<file path="config.mk">
export PLATFORM = sky130hd
export DESIGN_NAME = muldiv_unit
export DESIGN_NICKNAME = d
export VERILOG_FILES = /design/src/rtl/muldiv_unit.sv
export SDC_FILE = /design/constraint.sdc
export NUM_CORES = 1
export LEC_CHECK = 0
export BUFFER_PORTS_ARGS = -buffer_cell sky130_fd_sc_hd__buf_2
export CAP_MARGIN = 20
export CORE_MARGIN = 2
export CORE_UTILIZATION = 38
export CTS_CLUSTER_DIAMETER = 150
export CTS_CLUSTER_SIZE = 8
export DETAILED_ROUTE_END_ITERATION = 10
export PLACE_DENSITY = 0.57
export SYNTH_ARGS = -nofsm -noshare
export SYNTH_HDL_FRONTEND = slang
export SYNTH_SLANG_ARGS = --single-unit
</file>
<file path="constraint.sdc">
create_clock -name clock -period 4.46 [get_ports clock]
set_clock_uncertainty 0.2 [all_clocks]
set_input_delay 0.892 -clock clock [delete_from_list [all_inputs] [get_ports clock]]
set_output_delay 0.892 -clock clock [all_outputs]
set_load 0.05 [all_outputs]
</file>
<file path="src/rtl/muldiv_unit.sv">
// rtl/muldiv_unit.sv - iterative MULT/MULTU/DIV/DIVU unit with HI/LO registers
// Divider datapath is compiled only when MULDIV_DIV_EN is defined.
module muldiv_unit #(
  parameter int W = 32
) (
  input  logic         clock,
  input  logic         reset,
  input  logic         start_in,
  input  logic [1:0]   op_in,
  input  logic [W-1:0] a_in,
  input  logic [W-1:0] b_in,
  input  logic         hi_we_in,
  input  logic         lo_we_in,
  input  logic [W-1:0] wdata_in,
  output logic         busy_out,
  output logic         done_out,
  output logic [W-1:0] hi_out,
  output logic [W-1:0] lo_out
);

  localparam int CW = $clog2(W + 1);

  typedef enum logic [1:0] {IDLE, PREP, ITER, FIX} state_t;

  state_t         state;
  logic [W-1:0]   a_reg;
  logic [W-1:0]   b_reg;
  logic           is_signed;
  logic           neg_res;
  logic [2*W-1:0] prod;
  logic [CW-1:0]  count;
  logic [W-1:0]   hi_q;
  logic [W-1:0]   lo_q;
  logic           busy_q;
  logic           done_q;

  logic [W-1:0]   a_mag;
  logic [W-1:0]   b_mag;
  logic [W:0]     mul_sum;
  logic [2*W-1:0] prod_fix;
  logic [W-1:0]   fix_hi;
  logic [W-1:0]   fix_lo;
  logic           accept;

`ifdef MULDIV_DIV_EN
  logic           is_div;
  logic           neg_rem;
  logic [W-1:0]   orig_a;
  logic [W:0]     rem;
  logic [W+1:0]   div_diff;
  logic [W-1:0]   quot_fix;
  logic [W-1:0]   rem_fix;

  assign accept = start_in;
`else
  // Divide opcodes are swallowed as no-ops when the divider is absent.
  assign accept = start_in && !op_in[1];
`endif

  always_comb begin
    a_mag    = (is_signed && a_reg[W-1]) ? -a_reg : a_reg;
    b_mag    = (is_signed && b_reg[W-1]) ? -b_reg : b_reg;
    mul_sum  = {1'b0, prod[2*W-1:W]} + {1'b0, (prod[0] ? a_reg : {W{1'b0}})};
    prod_fix = neg_res ? -prod : prod;
    fix_hi   = prod_fix[2*W-1:W];
    fix_lo   = prod_fix[W-1:0];
`ifdef MULDIV_DIV_EN
    // Top bit of the W+2-bit difference is the borrow: set means restore.
    div_diff = {rem, prod[W-1]} - {2'b00, b_reg};
    quot_fix = neg_res ? -prod[W-1:0] : prod[W-1:0];
    rem_fix  = neg_rem ? -rem[W-1:0] : rem[W-1:0];
    if (is_div) begin
      if (b_reg == {W{1'b0}}) begin
        fix_hi = orig_a;
        fix_lo = {W{1'b1}};
      end else begin
        fix_hi = rem_fix;
        fix_lo = quot_fix;
      end
    end
`endif
  end

  always_ff @(posedge clock) begin
    if (!reset) begin
      state  <= IDLE;
      busy_q <= 1'b0;
      done_q <= 1'b0;
      hi_q   <= {W{1'b0}};
      lo_q   <= {W{1'b0}};
      count  <= {CW{1'b0}};
    end else begin
      done_q <= 1'b0;
      case (state)
        IDLE: begin
          if (accept) begin
            state     <= PREP;
            busy_q    <= 1'b1;
            a_reg     <= a_in;
            b_reg     <= b_in;
            is_signed <= ~op_in[0];
            neg_res   <= ~op_in[0] & (a_in[W-1] ^ b_in[W-1]);
`ifdef MULDIV_DIV_EN
            is_div    <= op_in[1];
            neg_rem   <= ~op_in[0] & a_in[W-1];
            orig_a    <= a_in;
`endif
          end else if (!start_in) begin
            if (hi_we_in) hi_q <= wdata_in;
            if (lo_we_in) lo_q <= wdata_in;
          end
        end
        PREP: begin
          a_reg <= a_mag;
          b_reg <= b_mag;
          count <= CW'(W);
          state <= ITER;
`ifdef MULDIV_DIV_EN
          rem   <= {(W+1){1'b0}};
          prod  <= {{W{1'b0}}, (is_div ? a_mag : b_mag)};
`else
          prod  <= {{W{1'b0}}, b_mag};
`endif
        end
        ITER: begin
          count <= count - 1'b1;
          if (count == CW'(1)) state <= FIX;
`ifdef MULDIV_DIV_EN
          if (is_div) begin
            prod[W-1:0] <= {prod[W-2:0], ~div_diff[W+1]};
            rem         <= div_diff[W+1] ? {rem[W-1:0], prod[W-1]} : div_diff[W:0];
          end else begin
            prod <= {mul_sum, prod[W-1:1]};
          end
`else
          prod <= {mul_sum, prod[W-1:1]};
`endif
        end
        FIX: begin
          hi_q   <= fix_hi;
          lo_q   <= fix_lo;
          done_q <= 1'b1;
          busy_q <= 1'b0;
          state  <= IDLE;
        end
        default: state <= IDLE;
      endcase
    end
  end

  assign busy_out = busy_q;
  assign done_out = done_q;
  assign hi_out   = hi_q;
  assign lo_out   = lo_q;

endmodule

</file>
== Word level (Yosys, flattened, before mapping) ==
Cells that the tools add are included.

* Bits in registers: 204
* Bits of input ports: 103
* Output and inout bits: 66
* Logic and storage cells: 70

* Add/subtract/negate cells: 5
* Equality and inequality tests: 11
* Mux-type cells: 24
* Bitwise logic cells: 3
* Reduce and logical (&&, ||, !) cells: 16

{| class="wikitable"
|+ Operators by type and width
! kind !! number
|-
| $mux 32 || 11
|-
| $pmux 32 s2 || 4
|-
| $pmux 64 s2 || 1
|-
| $mux 64 || 1
|-
| $neg 32->32 || 2
|-
| $neg 64->64 || 1
|-
| $add 32x32->33 || 1
|-
| $ne 2x2->1 const B || 7
|-
| $pmux 6 s2 || 1
|-
| $reduce_and 4->1 || 3
|-
| $pmux 2 s4 || 1
|-
| $eq 6x1->1 const B || 1
|-
| $reduce_and 2->1 || 3
|-
| $reduce_and 3->1 || 2
|-
| $reduce_bool 2->1 || 3
|-
| $sub 6x1->6 const B || 1
|-
| $eq 2x2->1 const B || 2
|-
| $mux 2 || 2
|-
| $logic_and 1x1->1 || 3
|-
| $eq 2x1->1 const B || 1
|-
| $logic_not 2->1 || 1
|-
| $mux 1 || 2
|-
| $pmux 1 s2 || 1
|-
| $and 1x1->1 || 1
|-
| 3 further kinds || 3
|}

== Depth between registers and ports, before layout ==
Gate-level depths: netlist (run 1).

* Depth after elaboration: 4
* Mapped depth: 12
* Gate-level depth less buffers: 11

== Worst setup path after synthesis (run 1) ==
OpenSTA, ideal clock, no wires.

* Path type: reg2reg
* Start: reg state[1]
* End: reg a_reg[10] (enable)
* Setup time: 0.467 ns
* Data arrival time: 3.637 ns
* Setup slack: 0.156 ns
* Stages on the path, launching flop included: 7
* Path buffers: 2
* Clock period less this slack: 4.304 ns
* Path through: dfxtp_1 inv_1 ha_1 clkbuf_1 clkbuf_1 a21oi_1 a211oi_1

* Longest elaborated chain between the ends: 3
* Elaborated cells between the ends (all ways): 6
* Those cells by class: eq/ne (3); reduce/logical (3)

{| class="wikitable"
|+ Ends and longest elaborated chain
! element !! RTL line !! source
|-
| from (decl) || 25 || <nowiki>state_t state;</nowiki>
|-
| from (signal assigned) || 86 || <nowiki>state <= IDLE;</nowiki>
|-
| from (signal assigned) || 97 || <nowiki>state <= PREP;</nowiki>
|-
| from (signal assigned) || 117 || <nowiki>state <= ITER;</nowiki>
|-
| $eq 2x1->1 or $logic_not 2->1 (tied branches) || 94 || <nowiki>case (state)</nowiki>
|-
| $ne 2x2->1 (no source line) or $reduce_bool 2->1 (tied branches) || n/a ||
|-
| $reduce_and 4->1 (no source line) * || n/a ||
|-
| to (signal assigned) || 99 || <nowiki>a_reg <= a_in;</nowiki>
|-
| to (signal assigned) || 114 || <nowiki>a_reg <= a_mag;</nowiki>
|-
| to (decl) || 26 || <nowiki>logic [W-1:0] a_reg;</nowiki>
|}

Mark *: on every way between the ends. The rest lies on a longest branch, timed or not.
A chain may end at the register's enable or synchronous reset.

== Final worst setup path (run 1) ==
* Start: reg prod[32]
* End: reg prod[53], data pin

* Longest elaborated chain between the ends: 2

{| class="wikitable"
|+ Ends and longest elaborated chain
! element !! RTL line !! source
|-
| from (decl) || 30 || <nowiki>logic [2*W-1:0] prod;</nowiki>
|-
| from (signal assigned) || 122 || <nowiki>prod <= {{W{1'b0}}, b_mag};</nowiki>
|-
| from (signal assigned) || 136 || <nowiki>prod <= {mul_sum, prod[W-1:1]};</nowiki>
|-
| $add 32x32->33 || 63 || <nowiki>mul_sum = {1'b0, prod[2*W-1:W]} + {1'b0, (prod[0] ? a_reg : {W{1'b0}})};</nowiki>
|-
| $pmux 64 s2 || 94 ||
|}

No other way between the ends.

==> summary.txt, run 1 <==
Status
  – Outcome: finished, final reports clean

STA
  – Hold Vio Cnt, Final: 0
  – Unrepaired setup endpoints after global routing: no
  – Max-slew headroom: 0.425
  – Tcrit/Tclk final: 0.800
  – Pins Over Slew Limit: 0
  – Achievable frequency: 280 MHz
  – Setup ws final: 0.893 ns
  – Setup Viol. Count Final: 0
  – Slew @ Worst Pin: 0.863 ns
  – Hold slack: 0.249 ns
  – Final min period: 3.57 ns
  – Setup TNS: 0 ns

Logic synthesis
  – Asr flop ratio synth: 0
  – Yosys top cell area share: 0.300
  – Synth Cell Area: 13000 um^2
  – Syn Inst Count: 1449
  – Library cells used by synthesis: 73
  – Yosys reg bits: 204
  – Mapped Avg Cell Area: 8.97 um^2
  – Sequential area share after synthesis: 0.414
  – Syn Nets: 1594
  – Synth top area cells: edfxtp_1 30%, dfxtp_1 11%, nor2_1 5.8%
  – Synth Warn #: 0
  – Synth Flop Type: edfxtp_1
  – Most common cell in the netlist: nor2_1
  – Synth top cells by count: 202 x nor2_1, 149 x a21oi_1, 130 x edfxtp_1
  – Synth area leader: edfxtp_1
  – EDFF count, synth: 130

Critical path
  – Kind of end point of the critical path: flop
  – Setup crit start: prod[32]
  – Crit-path cells: ha_1 > fa_1 > a21oi_1 > o22ai_1 > o21ai_0 > o21ai_0 > a21oi_1 > mux2_2 > a311o_1
  – Worst Setup Path Type: reg2reg
  – Worst flop-to-flop path startpoint: prod[32]
  – R2r worst-path depth: 9
  – Data arrival time of the worst path: 3.67 ns
  – CP max FO: 6
  – Bufs and invs on worst path: 0
  – Worst Path Required: 4.56 ns
  – Crit path max-delay family: compound AO/OA/AOI/OAI gates
  – RR Endpoint: prod[53]
  – CP Depth: 9
  – R2R setup slack: 0.89 ns
  – Critical Path Start Type: flop
  – CP max stage delay: 0.48 ns
  – Crit path max-delay cell type: edfxtp_1

Global routing
  – Pin count of the biggest net entering global routing: 78
  – Initial antenna violation count: 3
  – Overflow after GRT: 0
  – Total GRT Usage: 0.231
  – Vias in the first global route: 10.9k
  – First-pass GRT wire length: 64300 um

Layout
  – Synth-to-Final Area Change: 16.8%
  – N_diodes: 0
  – Final Cell Area: 15200 um^2
  – Max reg flops: 64
  – Nets@finish: 1741
  – Biggest register: prod
  – Filler instances: 3351
  – Share of cells above drive strength 1: 0.175

Detailed routing
  – Via/cell ratio: 5.63
  – Initial drt markers: 1061
  – WL/cell: 20.5 um
  – Total wire length: 42200 um
  – DR pass1 iterations: 7
  – Post-DRT Antenna Nets: 0
  – Residual DRC count: 0
  – DR vias: 11.6k

Clock tree
  – Hold_buf cts: 0
  – TritonCTS Buffers: 29
  – Clk slew on worst S/H paths: 0.05 ns
  – Post-CTS setup buffers: 0
  – Clk Latency, worst-skew pair: 0.56 ns
  – CTS tree: built
  – H-tree levels: 1
  – Root Driver: clkbuf_16
  – Clk buf depth: 3
  – Sink Count: 204
  – CTS resizes: 0

Floorplan
  – Die W: 189 um
  – Die area: 35700 um^2
  – IO Count: 169
  – Core Area: 33600 um^2
  – Number of core rows: 67
  – Initial Util: 0.387
  – Height of the die: 189 um

Placement
  – Placed Area: 14300 um^2
  – IO Port Bufs: 168
  – Post-DP HPWL: 32200 um
  – Routability cong.: 0.944
  – Setup Slack @ Placement: 0.921 ns

Pwr
  – Static Leakage: 5.76 nW
  – Max IR drop VDD: 0.320 mV
  – Post-layout power: 8.38 mW
  – P per Cell Area: 552 nW/um^2

Min path
  – Hold Path Cell Cnt: 2
  – HP Class: reg2reg
  – Hold Path Origin: lo_out[18]
  – Hold Path Sink: lo_out[18]

Flow run
  – Max_cap viols: 0
## final cells by class
| cell class | instances | area [um^2] | area share |
|---|---|---|---|
| tap | 448 | 561 | 0.0369 |
| sequential | 204 | 5390 | 0.355 |
| clock buffer | 47 | 815 | 0.0537 |
| clock inverter | 1 | 20.0 | 0.00132 |
| inverter | 31 | 116 | 0.00767 |
| timing repair buffer | 192 | 1020 | 0.0673 |
| multi-input combinational | 1138 | 7260 | 0.478 |
## how the worst max path moves through the flow
| stage | slack, ns | to |
|---|---|---|
| 3_5_place_dp | 0.92 | prod[53] |
| 5_1_grt | 0.71 | prod[53] |
| 4_1_cts | 0.91 | prod[53] |
| 6_report | 0.89 | prod[53] |
| 2_1_floorplan | 0.16 | a_reg[10] |
| 3_3_place_gp | 0.93 | prod[53] |
## per-stage QoR
stage | instances | util
global route | 2061 | 0.451
CTS | 2061 | 0.451
finish | 2061 | 0.451
global placement | 2013 | 0.427
detailed placement | 2013 | 0.427
floorplan | 1449 | -
## worst register-to-register path: stages (launching register included)
cell	delay (ns)
edfxtp_1	0.48
ha_1	0.27
fa_1	0.42
a21oi_1	0.23
o22ai_1	0.18
o21ai_0	0.31
o21ai_0	0.26
a21oi_1	0.29
mux2_2	0.37
a311o_1	0.31
## layout by cell type, fill, tap and decap left out, types with 16 or more instances in the layout
master / count
nor2_1: 201
buf_2: 168
a21oi_1: 148
edfxtp_1: 130
nand2_1: 109
dfxtp_1: 74
xor2_1: 73
xnor2_1: 62
o21ai_0: 51
and2_1: 44
nor3_1: 40
ha_1: 39
mux2_2: 31
nand3_1: 30
clkbuf_16: 30
inv_1: 28
o31ai_1: 27
buf_4: 24
nor4_1: 18
a211oi_1: 18
o211ai_1: 17
clkbuf_1: 17
or4_1: 16
or3_1: 16
a21o_1: 16
## layer usage
metal,share of wire,vias to the layer above,global-route usage,wire (um)
li1,-,5603,-,-
met1,0.47,5447,0.343,20000
met2,0.43,469,0.352,18200
met3,0.070,78,0.0282,2980
met4,0.025,4,0.0640,1070
met5,0.00043,-,0,18
## logic make-up (layout without fill, tap and decap cells)
logic type,after synthesis,after routing,synth area share
muxes,46,46,0.0384
and+or+nand+nor,548,548,0.205
adders and majority gates,42,42,0.0410
DFF,204,204,0.414
xor gates and xnor gates,135,135,0.0910
buffers and inverters,107,271,0.0310
AOI/OAI and AO/OA,367,367,0.179
## power by group
part / internal (mW) / switching [mW] / total [mW]
Combinational: 1.13 / 2.13 / 3.27
Clock: 1.23 / 0.827 / 2.06
Sequential: 2.58 / 0.475 / 3.06
No activity file was read; power rests on OpenSTA's default activity.
==> run 2, diff against run 1 <==
Settings changed: ABC_AREA set to 1, PLACE_DENSITY 0.57 to 0.55.
Clock period 4.46 ns to 3.7 ns, I/O delays scaled along.
==> run 2 against run 1 <==
  * Largest cell class unchanged
  * Cell count up 41%
  * Highest routed layer is now met4
  * Wire length grew 22%
  * Via count rose by 30%
  * Power rose by 50%
  * Sequential share of layout area shrank 3.8 points
  * Sequential power is 40% higher
  * Register-to-register slack got worse by 0.25 ns
  * Critical path depth grew 4
  * Hold slack got worse by 0.014 ns
  * Area after synthesis is 14% higher
  * Utilization fell by 1.1 points
==> summary.txt, run 2 <==
Logic synthesis
  – Synth top cells by count: 664 x nand2_1, 311 x nor2_1, 229 x inv_1
  – Synth area leader: edfxtp_1
  – Syn Inst Count: 2227 (+54%)
  – Mapped Avg Cell Area: 6.64 um^2 (-26%)
  – Asr flop ratio synth: 0 (unchanged)
  – Yosys reg bits: 204 (unchanged)
  – Most common cell in the netlist: nand2_1
  – Yosys top cell area share: 0.264 (-0.0363)
  – Synth Flop Type: edfxtp_1
  – Synth Warn #: 0 (unchanged)
  – Library cells used by synthesis: 50 (-32%)
  – Syn Nets: 2372 (+49%)
  – Synth Cell Area: 14800 um^2 (+14%)
  – Synth top area cells: edfxtp_1 26%, nand2_1 17%, dfxtp_1 10%
  – Sequential area share after synthesis: 0.364 (-0.0500)
  – EDFF count, synth: 130 (unchanged)

Layout
  – Synth-to-Final Area Change: 14.9%
  – Share of cells above drive strength 1: 0.116 (-0.0595)
  – Final Cell Area: 17000 um^2 (+12%)
  – Nets@finish: 2518 (+45%)
  – Max reg flops: 64 (unchanged)
  – Post-Layout Cell Count: 2908 (+41%)
  – Biggest register: prod
  – Commonest non-fill, non-tap cell in the layout: nand2_1
  – Most frequent cells in the layout: 664 x nand2_1, 310 x nor2_1, 228 x inv_1
  – N_diodes: 0 (unchanged)

Critical path
  – Worst Setup Path Type: reg2reg
  – Crit-path cells: buf_4 > nand2_1 > inv_1 > ha_1 > nor2_1 > nand2_1 > o21ai_0 > o21ai_0 > nand2_1 > nand2_1 > nand2_1 > a21oi_1 > nor2_1
  – Crit path max-delay cell type: edfxtp_1
  – CP max stage delay: 0.50 ns (+0.02 ns)
  – Kind of end point of the critical path: flop
  – CP max FO: 30 (+24)
  – Crit path top cell by count: nand2_1
  – Bufs and invs on worst path: 2 (+2)
  – Crit path max-delay family: simple AND/OR/NAND/NOR gates
  – Worst Path Required: 3.84 ns (-0.72 ns)
  – Critical Path Start Type: flop
  – Data arrival time of the worst path: 3.19 ns (-0.48 ns)

STA
  – Hold Vio Cnt, Final: 0 (unchanged)
  – Setup TNS: 0 ns (unchanged)
  – Setup Viol. Count Final: 0 (unchanged)
  – Max-slew headroom: 0.410 (-0.0148)
  – Achievable frequency: 327 MHz (+17%)
  – Tcrit/Tclk final: 0.826 (+0.0260)
  – Slew @ Worst Pin: 0.885 ns (+0.0221 ns)
  – Final min period: 3.06 ns (-0.512 ns)
  – Pins Over Slew Limit: 0 (unchanged)
  – Hold slack: 0.235 ns (-0.0136 ns)
  – Unrepaired setup endpoints after global routing: no

Global routing
  – Overflow after GRT: 0 (unchanged)
  – Pin count of the biggest net entering global routing: 79 (+1.3%)
  – Initial antenna violation count: 0 (-3)
  – Vias in the first global route: 14.2k (+30%)
  – Total GRT Usage: 0.247 (+0.0166)
  – First-pass GRT wire length: 79300 um (+23%)

Floorplan
  – Die W: 201 um (+6.5%)
  – Number of core rows: 72 (+7.5%)
  – Core Area: 38600 um^2 (+15%)
  – Height of the die: 201 um (+6.5%)
  – Die area: 40500 um^2 (+13%)
  – Initial Util: 0.383 (-0.00325)
  – IO Count: 169 (unchanged)

Clock tree
  – Clk buf depth: 3 (unchanged)
  – Clk Latency, worst-skew pair: 0.58 ns (+0.02 ns)
  – Sink Count: 204 (unchanged)
  – Post-CTS setup buffers: 0 (unchanged)
  – Hold_buf cts: 0 (unchanged)
  – CTS tree: built
  – H-tree levels: 1 (unchanged)
  – Clk slew on worst S/H paths: 0.06 ns (about the same)
  – Root Driver: clkbuf_16
  – CTS resizes: 0 (unchanged)
  – TritonCTS Buffers: 29 (unchanged)

Status
  – Outcome: finished, final reports clean

Detailed routing
  – DR vias: 15.1k (+30%)
  – Residual DRC count: 0 (unchanged)
  – Via/cell ratio: 5.18 (-8.1%)
  – Total wire length: 51500 um (+22%)
  – Initial drt markers: 1239 (+17%)
  – WL/cell: 17.7 um (-14%)
  – Post-DRT Antenna Nets: 0 (unchanged)
  – DR pass1 iterations: 5 (-2)

Placement
  – Placed Area: 16100 um^2 (+13%)
  – Post-DP HPWL: 40400 um (+25%)
  – Dpl cells: 2860 (+42%)
  – Routability cong.: 0.925 (-2.1%)
  – IO Port Bufs: 168 (unchanged)

Min path
  – HP Class: in2reg

Pwr
  – P per Cell Area: 743 nW/um^2 (+34%)
  – Max IR drop VDD: 0.377 mV (+18%)
  – Post-layout power: 12.6 mW (+50%)
  – Static Leakage: 7.74 nW (+34%)

Flow run
  – Max_cap viols: 0 (unchanged)
==> run 2: changes by cell type in the layout (fill, tap and decap cells not counted), moves of 31 or more <==
cell,change
xor2_1,-38
o21ai_0,+126
nand2_1,+555
xnor2_1,-53
and2_1,-43
nand3_1,+136
nor2_1,+109
inv_1,+200
mux2_2,-31
==> run 2: final cells by class <==
cell class                      instances  area, um^2
Fill cell                            4214       21600
Multi-Input combinational cell       1718        8230
Sequential cell                       204        5390
Timing Repair Buffer                  187        1010
Inverter                              233         880
Clock buffer                           47         815
Tap cell                              518         648
Clock inverter                          1        20.0
==> run 2: path summary, 6_finish.rpt <==
kind / from / end / slack [ns] / cells past startpoint
max: prod[0] / prod[60] / 0.64 / 13
min: op_in[0] / is_signed / 0.24 / 2
max reg2reg: prod[0] / prod[60] / 0.64 / 13
min reg2reg: busy_out / busy_out / 0.27 / 2
==> run 2: stage by stage <==
stage / util / setup WS, ns
after global routing: 0.440 / 0.356
after detailed placement: 0.419 / 0.698
final: 0.440 / 0.644
after CTS: 0.440 / 0.694
after global placement: 0.419 / 0.766
after floorplan: - / 0.629
==> run 2: worst reg2reg max path, stage by stage, from the launching register on <==
cell	delay, ns
edfxtp_1	0.50
buf_4	0.38
nand2_1	0.11
inv_1	0.08
ha_1	0.23
nor2_1	0.06
nand2_1	0.05
o21ai_0	0.10
o21ai_0	0.45
nand2_1	0.12
nand2_1	0.23
nand2_1	0.11
a21oi_1	0.15
nor2_1	0.05
==> run 2: power breakdown <==
part,internal [mW],leakage (nW),switching [mW]
combinational,1.64,5.52,4.17
sequential,3.41,1.82,0.861
clock,1.49,0.400,1.04
==> run 2: logic make-up after synthesis <==
group | share of synthesized area
buf+inv | 0.0801
flops | 0.364
compound gates | 0.138
simple gates | 0.355
xor+xnor | 0.0261
fa+ha+maj | 0.0361
==> run 2: per-layer routing <==
metal,vias to the layer above,GRT usage,part of all wire
met3,82,0.0266,0.067
met2,596,0.381,0.42
li1,7585,-,-
met4,0,0.0678,0.025
met5,-,0,0
met1,6787,0.367,0.49
==> run 3, diff against run 2 <==
Settings changed: ABC_AREA 1 to 0, PLACE_DENSITY 0.55 to 0.57.
Clock period 3.7 ns to 2.6 ns, I/O delays scaled along.
==> run 3 against run 2 <==
  * Critical path depth shrank 2
  * Largest power group unchanged
  * Sequential cell count did not move
  * Combinational power rose by 50%
  * Fmax decreased by 3.4%
  * Hold slack lost 0.18 ns
  * Register-to-register slack worse by 1.2 ns
  * The flow now finishes with violations (negative setup slack)
  * Design area up 15%
==> summary.txt, run 3 (synthesis results as in run 1) <==
Critical path
  – R2r worst-path depth: 11 (-2)
  – CP max FO: 5 (-83%)
  – Kind of end point of the critical path: flop
  – RR Endpoint: prod[58]
  – Setup crit start: prod[0]
  – Crit-path cells: buf_12 > buf_8 > and2_4 > ha_4 > nand4b_1 > buf_4 > a211o_4 > a211o_1 > nand3_2 > o22ai_2 > mux2i_2
  – Critical Path Start Type: flop
  – Data arrival time of the worst path: 3.23 ns (+0.04 ns)
  – Worst Setup Path Type: reg2reg
  – Worst Path Required: 2.67 ns (-1.17 ns)
  – CP max stage delay: 0.44 ns (-0.06 ns)
  – R2R setup slack: -0.56 ns (-1.21 ns)
  – Critical Path Sink: prod[58]
  – Worst flop-to-flop path startpoint: prod[0]
  – Crit path max-delay cell type: edfxtp_1

STA
  – Hold Vio Cnt, Final: 0 (unchanged)
  – Final min period: 3.16 ns (+0.108 ns)
  – Achievable frequency: 316 MHz (-3.4%)
  – Pins Over Slew Limit: 0 (unchanged)
  – Max-slew headroom: 0.575 (+0.165)
  – Setup Viol. Count Final: 74 (+74)
  – Setup ws final: -0.564 ns (-1.21 ns)
  – Slew @ Worst Pin: 0.638 ns (-0.247 ns)
  – Tcrit/Tclk final: 1.22 (+0.391)
  – Unrepaired setup endpoints after global routing: yes

Layout
  – Share of cells above drive strength 1: 0.422 (+0.306)
  – Max reg flops: 64 (unchanged)
  – Area occupied by multi-input gates: 9030 um^2 (+9.7%)
  – Post-Layout Cell Count: 2373 (-18%)
  – FF/Latch Area: 5390 um^2 (unchanged)
  – Commonest non-fill, non-tap cell in the layout: buf_4
  – N_diodes: 0 (unchanged)
  – Filler instances: 2947 (-30%)
  – Nets@finish: 2052 (-19%)
  – Most frequent cells in the layout: 289 x buf_4, 193 x nor2_1, 168 x buf_2
  – Biggest register: prod
  – Synth-to-Final Area Change: 50.4%

Placement
  – Post-DP HPWL: 36000 um (-11%)
  – IO Port Bufs: 168 (unchanged)
  – Dpl cells: 2285 (-20%)
  – Routability cong.: 0.981 (+6.1%)

Pwr
  – Reg power frac: 0.288 (-0.051)
  – P_sw: 6.93 mW (+14%)
  – Post-layout power: 17.2 mW (+36%)
  – Clock Power Share: 0.205 (+0.005)
  – Comb power frac: 0.507 (+0.046)
  – P per Cell Area: 879 nW/um^2 (+18%)
  – Static Leakage: 7.89 nW (+1.9%)
  – Sw Ratio: 0.403 (-0.0784)
  – Max IR drop VDD: 0.520 mV (+38%)
  – Int Power: 10.2 mW (+57%)

Clock tree
  – Sink Count: 204 (unchanged)
  – Clk slew on worst S/H paths: 0.05 ns (about the same)
  – TritonCTS Buffers: 29 (unchanged)
  – Clk buf depth: 3 (unchanged)
  – CTS tree: built
  – Root Driver: clkbuf_16
  – Clk Latency, worst-skew pair: 0.55 ns (-0.03 ns)
  – H-tree levels: 1 (unchanged)

Flow run
  – Max_cap viols: 0 (unchanged)

Global routing
  – Initial antenna violation count: 0 (unchanged)
  – Pin count of the biggest net entering global routing: 78 (-1.3%)
  – Overflow after GRT: 0 (unchanged)
  – Vias in the first global route: 12.5k (-12%)
  – Total GRT Usage: 0.257 (+0.00913)
  – First-pass GRT wire length: 71900 um (-9.4%)

Detailed routing
  – Residual DRC count: 0 (unchanged)
  – DR pass1 iterations: 5 (unchanged)
  – Initial drt markers: 901 (-27%)
  – Via/cell ratio: 5.49 (+6.0%)
  – DR vias: 13.0k (-13%)
  – WL/cell: 20.0 um (+13%)
  – Post-DRT Antenna Nets: 0 (unchanged)
  – Total wire length: 47500 um (-7.7%)

Floorplan
  – IO Count: 169 (unchanged)
  – Number of core rows: 67 (-6.9%)
  – Core Area: 33600 um^2 (-13%)
  – Initial Util: 0.387 (+0.00325)
  – Die area: 35700 um^2 (-12%)
  – Height of the die: 189 um (-6.1%)
  – Die W: 189 um (-6.1%)

Min path
  – HP Class: in2reg

Status
  – Failing checks: negative setup slack
  – Outcome: finished with violations
-- run 3: changes by cell type in the layout (fill, tap and decap cells not counted), sizes merged, moves of 18 or more --
| cell | before | now |
|---|---|---|
| o31ai | 3 | 27 |
| and2 | 1 | 45 |
| xnor2 | 9 | 62 |
| o21ai | 194 | 54 |
| inv | 234 | 30 |
| mux2 | 0 | 31 |
| xor2 | 35 | 73 |
| buf | 187 | 503 |
| nor2 | 322 | 202 |
| a211oi | 1 | 19 |
| nand3 | 170 | 30 |
| or4 | 0 | 23 |
| nand2 | 672 | 109 |
-- run 3: routing by layer --
metal,GRT usage,vias to the layer above,part of all wire
li1,-,6224,-
met1,0.372,6255,0.46
met2,0.403,460,0.44
met3,0.0285,84,0.065
met4,0.0757,0,0.030
met5,0,-,0
-- run 3: worst min-delay path by stage --
stage / from / to / slack (ns) / cells past startpoint
after floorplan: count[1] / count[1] / 0.27 / 2
after global placement: hi_out[2] / hi_out[2] / 0.23 / 2
after detailed placement: hi_out[2] / hi_out[2] / 0.24 / 2
after CTS: op_in[0] / is_signed / 0.03 / 2
after global routing: op_in[0] / is_signed / 0.05 / 2
final: op_in[0] / is_signed / 0.05 / 2
-- run 3: stage by stage --
step | TNS (ns) | hold WS [ns] | cell area (um^2) | util | setup slack (ns)
after floorplan | -9.48 | 0.269 | 13500 | - | -0.593
after global placement | -19.32 | 0.229 | 16800 | 0.501 | -0.467
after detailed placement | -21.67 | 0.239 | 16900 | 0.501 | -0.542
after CTS | -20.72 | 0.0268 | 18800 | 0.558 | -0.488
after global routing | -29.01 | 0.0454 | 19500 | 0.581 | -0.610
final | -22.53 | 0.0519 | 19500 | 0.581 | -0.564
-- run 3: power groups by stage --
stage	registers, mW	clock network [mW]	logic (mW)
4_1_cts	4.91	3.60	8.26
6_report	4.94	3.53	8.71
2_1_floorplan	5.58	0	3.86
3_5_place_dp	4.96	0	7.64
5_1_grt	5.00	3.72	9.34
3_3_place_gp	4.94	0	7.57
-- run 3: critical path: cells and delay by family, from the launching register on --
family                   cells  cell delay, ns
buffers and inverters        3            0.53
adder cells (fa/ha/maj)      1            0.29
flip-flops                   1            0.44
AO/OA/AOI/OAI                3            0.77
AND/OR/NAND/NOR              3            0.48
multiplexers                 1            0.17
-- run 3: final cells by class --
cell class              instances  area share
clock inverters                 1    0.000448
well taps                     448      0.0287
repair buffers                503       0.185
inverters                      31     0.00659
flip-flops and latches        204       0.275
multi-input cells            1138       0.462
clock buffers                  48      0.0419
-- run 3: what timing repair did --
item                       in CTS  in global routing
setup endpoints to repair      86                128
pin swaps                      80                104
resized for setup             182                128
hold buffers                    0                  0
buffers inserted               25                 20
cloned                          1                  0
